==> src/rtl/sv12_lrm_p0639_muxn_rr.sv <==
// sv12_lrm_p0639_muxn_rr: N-to-1 valid/ready funnel with a single registered
// output stage. Arbitration is round-robin (ARB_MODE=0) or fixed priority,
// lowest index wins (ARB_MODE=1).
//
// Optional build macro: MUXN_PARITY_EN adds out_par, the even parity (XOR
// reduction) of the registered out_data.
//
// Ports:
//   clk        rising-edge clock
//   rst_n      asynchronous active-low reset
//   in_valid   per-channel request                         [N_CH]
//   in_data    packed channel data, ch i at [i*WIDTH +: WIDTH]
//   in_ready   per-channel accept, combinational           [N_CH]
//   out_valid  output register holds a beat
//   out_data   registered selected data                    [WIDTH]
//   out_sel    index of the channel that produced out_data [SEL_W]
//   out_par    parity of out_data (MUXN_PARITY_EN only)
//   out_ready  downstream accept
module sv12_lrm_p0639_muxn_rr #(
   parameter int unsigned N_CH     = 4,
   parameter int unsigned WIDTH    = 8,
   parameter int unsigned ARB_MODE = 0,
   localparam int unsigned SEL_W   = (N_CH > 1) ? $clog2(N_CH) : 1
) (
   input  logic                    clk,
   input  logic                    rst_n,
   input  logic [N_CH-1:0]         in_valid,
   input  logic [N_CH*WIDTH-1:0]   in_data,
   output logic [N_CH-1:0]         in_ready,
   output logic                    out_valid,
   output logic [WIDTH-1:0]        out_data,
   output logic [SEL_W-1:0]        out_sel,
`ifdef MUXN_PARITY_EN
   output logic                    out_par,
`endif
   input  logic                    out_ready
);

   logic [WIDTH-1:0] ch_data [N_CH];

   logic             out_valid_q, out_valid_d;
   logic [WIDTH-1:0] out_data_q,  out_data_d;
   logic [SEL_W-1:0] out_sel_q,   out_sel_d;
   logic [SEL_W-1:0] rr_ptr_q,    rr_ptr_d;

   logic             found_c;
   logic [SEL_W-1:0] grant_c;
   logic             load_en_c;
   logic             xfer_c;
   int               idx_c;

   // Unpack the flat data bus into one word per channel.
   for (genvar i = 0; i < int'(N_CH); i++) begin : g_unpack
      assign ch_data[i] = in_data[i*WIDTH +: WIDTH];
   end

   // Grant search: rotate the start point to rr_ptr in round-robin mode, start
   // at 0 in fixed-priority mode; the first valid channel encountered wins.
   always_comb begin
      found_c = 1'b0;
      grant_c = '0;
      idx_c   = 0;
      for (int k = 0; k < int'(N_CH); k++) begin
         idx_c = (ARB_MODE == 0) ? int'(rr_ptr_q) + k : k;
         if (idx_c >= int'(N_CH)) idx_c = idx_c - int'(N_CH);
         if (!found_c && in_valid[SEL_W'(idx_c)]) begin
            found_c = 1'b1;
            grant_c = SEL_W'(idx_c);
         end
      end
   end

   // Handshake and next-state: load when empty or draining this cycle.
   always_comb begin
      out_valid_d = out_valid_q;
      out_data_d  = out_data_q;
      out_sel_d   = out_sel_q;
      rr_ptr_d    = rr_ptr_q;
      in_ready    = '0;

      load_en_c = !out_valid_q || out_ready;
      xfer_c    = load_en_c && found_c;
      in_ready[grant_c] = xfer_c;

      if (xfer_c) begin
         out_valid_d = 1'b1;
         out_data_d  = ch_data[grant_c];
         out_sel_d   = grant_c;
         // Pointer moves past the winner; wraps at the last channel.
         if (ARB_MODE == 0) begin
            rr_ptr_d = (grant_c == SEL_W'(N_CH - 1)) ? '0 : grant_c + SEL_W'(1);
         end
      end else if (out_valid_q && out_ready) begin
         out_valid_d = 1'b0;
      end
   end

   // Output stage and arbitration pointer.
   always_ff @(posedge clk or negedge rst_n) begin
      if (!rst_n) begin
         out_valid_q <= 1'b0;
         out_data_q  <= '0;
         out_sel_q   <= '0;
         rr_ptr_q    <= '0;
      end else begin
         out_valid_q <= out_valid_d;
         out_data_q  <= out_data_d;
         out_sel_q   <= out_sel_d;
         rr_ptr_q    <= rr_ptr_d;
      end
   end

   assign out_valid = out_valid_q;
   assign out_data  = out_data_q;
   assign out_sel   = out_sel_q;

`ifdef MUXN_PARITY_EN
   logic out_par_q;

   // Parity tracks the data register on the same edge.
   always_ff @(posedge clk or negedge rst_n) begin
      if (!rst_n) out_par_q <= 1'b0;
      else        out_par_q <= ^out_data_d;
   end

   assign out_par = out_par_q;
`endif

endmodule

==> config.mk <==
export PLATFORM = sky130hd
export DESIGN_NAME = sv12_lrm_p0639_muxn_rr
export DESIGN_NICKNAME = d
export VERILOG_FILES = /design/src/rtl/sv12_lrm_p0639_muxn_rr.sv
export SDC_FILE = /design/constraint.sdc
export NUM_CORES = 1
export LEC_CHECK = 0
export CORE_ASPECT_RATIO = 0.9
export CORE_MARGIN = 2
export CORE_UTILIZATION = 35
export CTS_BUF_LIST = sky130_fd_sc_hd__clkbuf_4 sky130_fd_sc_hd__clkbuf_8 sky130_fd_sc_hd__clkbuf_16
export DETAILED_ROUTE_END_ITERATION = 7
export PLACE_DENSITY = 0.79
export SLEW_MARGIN = 20
export SYNTH_ARGS = -nofsm -noshare
export SYNTH_HDL_FRONTEND = slang
export SYNTH_SLANG_ARGS = --single-unit
==> constraint.sdc <==
create_clock -name clk -period 2.3 [get_ports clk]
set_clock_uncertainty 0.05 [all_clocks]
set_input_delay 0.575 -clock clk [delete_from_list [all_inputs] [get_ports clk]]
set_output_delay 0.575 -clock clk [all_outputs]
set_load 0.01 [all_outputs]
==> impl_metrics.py <==
metrics = {
    "timing": {
        "drv_slew": 0,
        "fin_hold_ws_ns": 0.4300,
        "slew_headroom_pct": 60.60,
        "hold_violations": 0,
        "worst_slew_pin_slew_ns": 0.5892,
        "post-route-min-period_ns": 2.349,
        "rsz0062_at_grt": "true",
        "setup_viol_count_final": 3,
        "fmax_mhz": 425.6,
        "worst_slack_ns": -0.04945,
        "finalCritPeriodShare_pct": 102.1,
    },
    "worst_setup_path": {
        "worst_path_max_delay_cell": "dfrtp_1",
        "cp-end-kind": "output pin",
        "crit_fanout": 4,
        "arrival_ns": 1.72,
        "cp_num_buf_inv": 3,
        "critPathKind": "register to output pin",
        "crit_chain": "nand2b_1, a21oi_1, a211o_1, buf_6, buf_4, nor2_1, buf_2",
        "cp_data_required_time_ns": 1.67,
        "cpPeakStageDelay_ns": 0.44,
        "cp-start-kind": "register",
        "critPathTopFamily": "flip-flops",
    },
    "place": {
        "dp.cells": 172,
        "gp_congestion": 0.7656,
        "hpwl_mm": 1.880,
        "numPortBuffers": 53,
    },
    "drt": {
        "drt-vias-per-instance": 4.908,
        "vias": 903,
        "drtIter0Drc": 12,
        "first_pass_iters": 4,
        "totalWireLength_mm": 2.681,
        "wl_per_cell_um": 14.57,
        "route.detailed.drc": 0,
        "postRouteAntennaNets": 0,
    },
    "logic_synthesis": {
        "synth_seq_cells": 13,
        "syn_inst": 81,
        "avgSynthCellArea_um2": 9.963,
        "yosysSeqAreaShare_pct": 40.31,
        "syn_area_um2": 807.0,
        "synth_nets": 121,
        "yosysWarnings": 0,
        "ys_types": 20,
    },
    "floorplan": {
        "die_area_um2": 2706,
        "fp.dieW_um": 54.62,
        "io_pins": 54,
        "start_util_pct": 36.98,
        "core-area_um2": 2182,
        "row_count": 16,
        "die_y_um": 49.56,
    },
    "power_and_ir_drop": {
        "p_leak_nw": 0.7565,
        "powerDensity_nw_per_um2": 805.4,
        "irDropWorstVdd_mv": 0.5548,
        "total_power_mw": 1.286,
    },
    "clock_tree": {
        "ctsHoldBuffers": 0,
        "root_buffer": "clkbuf_4",
        "clock_sinks": 13,
        "cts_tree": "done",
        "worstSkewPairLatency_ns": 0.28,
        "path_clk_slew_ns": 0.08,
        "cts_buffer_depth": 2,
        "cts-htree-levels": 1,
        "cts_buffers": 3,
    },
    "cells_and_area": {
        "areaGrowthSynthToFinish_pct": 97.83,
        "final_common_cell": "clkdlybuf4s50_1",
        "drive_gt1_share_pct": 31.21,
        "diodes": 0,
        "nNetsFinal": 198,
        "stdcell_count": 184,
        "fillers": 166,
        "layout_common_cells": "clkdlybuf4s50_1 (44), buf_4 (20), mux2i_1 (16), dfrtp_1 (13), nand2_1 (10)",
    },
    "global_routing": {
        "grt-ovfl-total": 0,
        "grt_use_total_pct": 19.76,
        "grt_pass1_vias": 897,
        "grt_max_degree": 14,
        "grt_pass1_wl_mm": 3.905,
        "antenna_found_initial": 0,
    },
    "run_status": {
        "violations": "setup timing",
        "status": "finished with violations",
    },
    "job": {
        "maxCapViolCount": 0,
    },
    "worst_hold_path": {
        "hold_class": "register to register",
    },
}
## power breakdown
group	internal, mW	switching [mW]	leakage [nW]	total [mW]
registers	0.309	0.0562	0.154	0.365
logic	0.447	0.317	0.584	0.764
clock network	0.0791	0.0777	0.0184	0.157
total	0.834	0.451	0.757	1.29
## layer usage
metal / up-vias / track usage, % / share of wire, %
li1: 448 / - / -
met1: 414 / 21.58 / 41
met2: 39 / 33.93 / 50
met3: 2 / 6.970 / 8.4
met4: 0 / 7.083 / 0.30
met5: - / 0 / 0
## kinds of logic (layout without fill, tap and decap cells)
logic type               after synthesis  in the layout  synth area share [%]
AND/OR/NAND/NOR                       22             22                 12.09
AO/OA/AOI/OAI                         18             18                 17.99
multiplexers                          17             17                 21.24
flip-flops                            13             13                 40.31
buffers and inverters                 10             86                 6.821
adder cells (fa/ha/maj)                1              1                 1.550
## cell usage after synthesis
| master | count | area (um^2) |
|---|---|---|
| nand4_1 | 1 | 6.260 |
| ha_1 | 1 | 12.51 |
| buf_6 | 2 | 22.52 |
| or2_1 | 1 | 6.260 |
| nor2_1 | 6 | 22.52 |
| nand2_1 | 10 | 37.54 |
| a21oi_1 | 4 | 20.02 |
| clkbuf_1 | 1 | 3.750 |
| o221ai_1 | 8 | 70.07 |
| o22ai_1 | 1 | 6.260 |
| a21o_1 | 2 | 15.01 |
| inv_1 | 5 | 18.77 |
| mux2i_1 | 16 | 160.2 |
| dfrtp_1 | 13 | 325.3 |
| o41ai_2 | 1 | 16.27 |
| buf_2 | 2 | 10.01 |
| mux2_2 | 1 | 11.26 |
| o22a_1 | 1 | 8.760 |
| nand2b_1 | 4 | 25.02 |
| a211o_1 | 1 | 8.760 |
## flip-flops by register name (all words and copies together) (netlist names)
signal     count
out_data       8
out_sel        2
out_valid      1
rr_ptr_q       2
## stage by stage
stage,TNS (ns),setup WS [ns],cell area [um^2],utilization [%]
finish,-0.07624,-0.04945,1597,73.17
global route,-0.3235,-0.1068,1597,73.17
CTS,-0.05643,-0.05643,1544,70.76
detailed placement,-4.012,-0.8114,1458,66.80
global placement,-3.418,-0.7375,1458,66.80
floorplan,0,0.02547,809.5,-
## final timing paths
check / start / endpoint / slack, ns / depth (start not counted)
max: rr_ptr_q[0] / in_ready[1] / -0.05 / 7
min: out_sel[0] / out_sel[0] / 0.43 / 1
max reg2reg: rr_ptr_q[1] / out_data[4] / 0.39 / 9
min reg2reg: out_sel[0] / out_sel[0] / 0.43 / 1
max in group asynchronous: rst_n / out_data[3] / 1.20 / 1
min in group asynchronous: rst_n / out_data[6] / 0.62 / 1
## timing repair
action / CTS / global route
endpoints found under the setup margin: 4 / 4
pin swaps: 4 / 8
setup buffers: 6 / 2
gates resized for setup: 42 / 11
## final cells by class
| class | instances | area [um^2] | share of cell area (%) |
|---|---|---|---|
| clock buffer | 4 | 30.03 | 1.881 |
| inverter | 5 | 18.77 | 1.176 |
| multi-input combinational | 58 | 488.0 | 30.56 |
| sequential | 13 | 325.3 | 20.38 |
| tap | 27 | 33.78 | 2.116 |
| timing repair buffer | 77 | 700.7 | 43.89 |
Power figures use the tool's default switching activity.
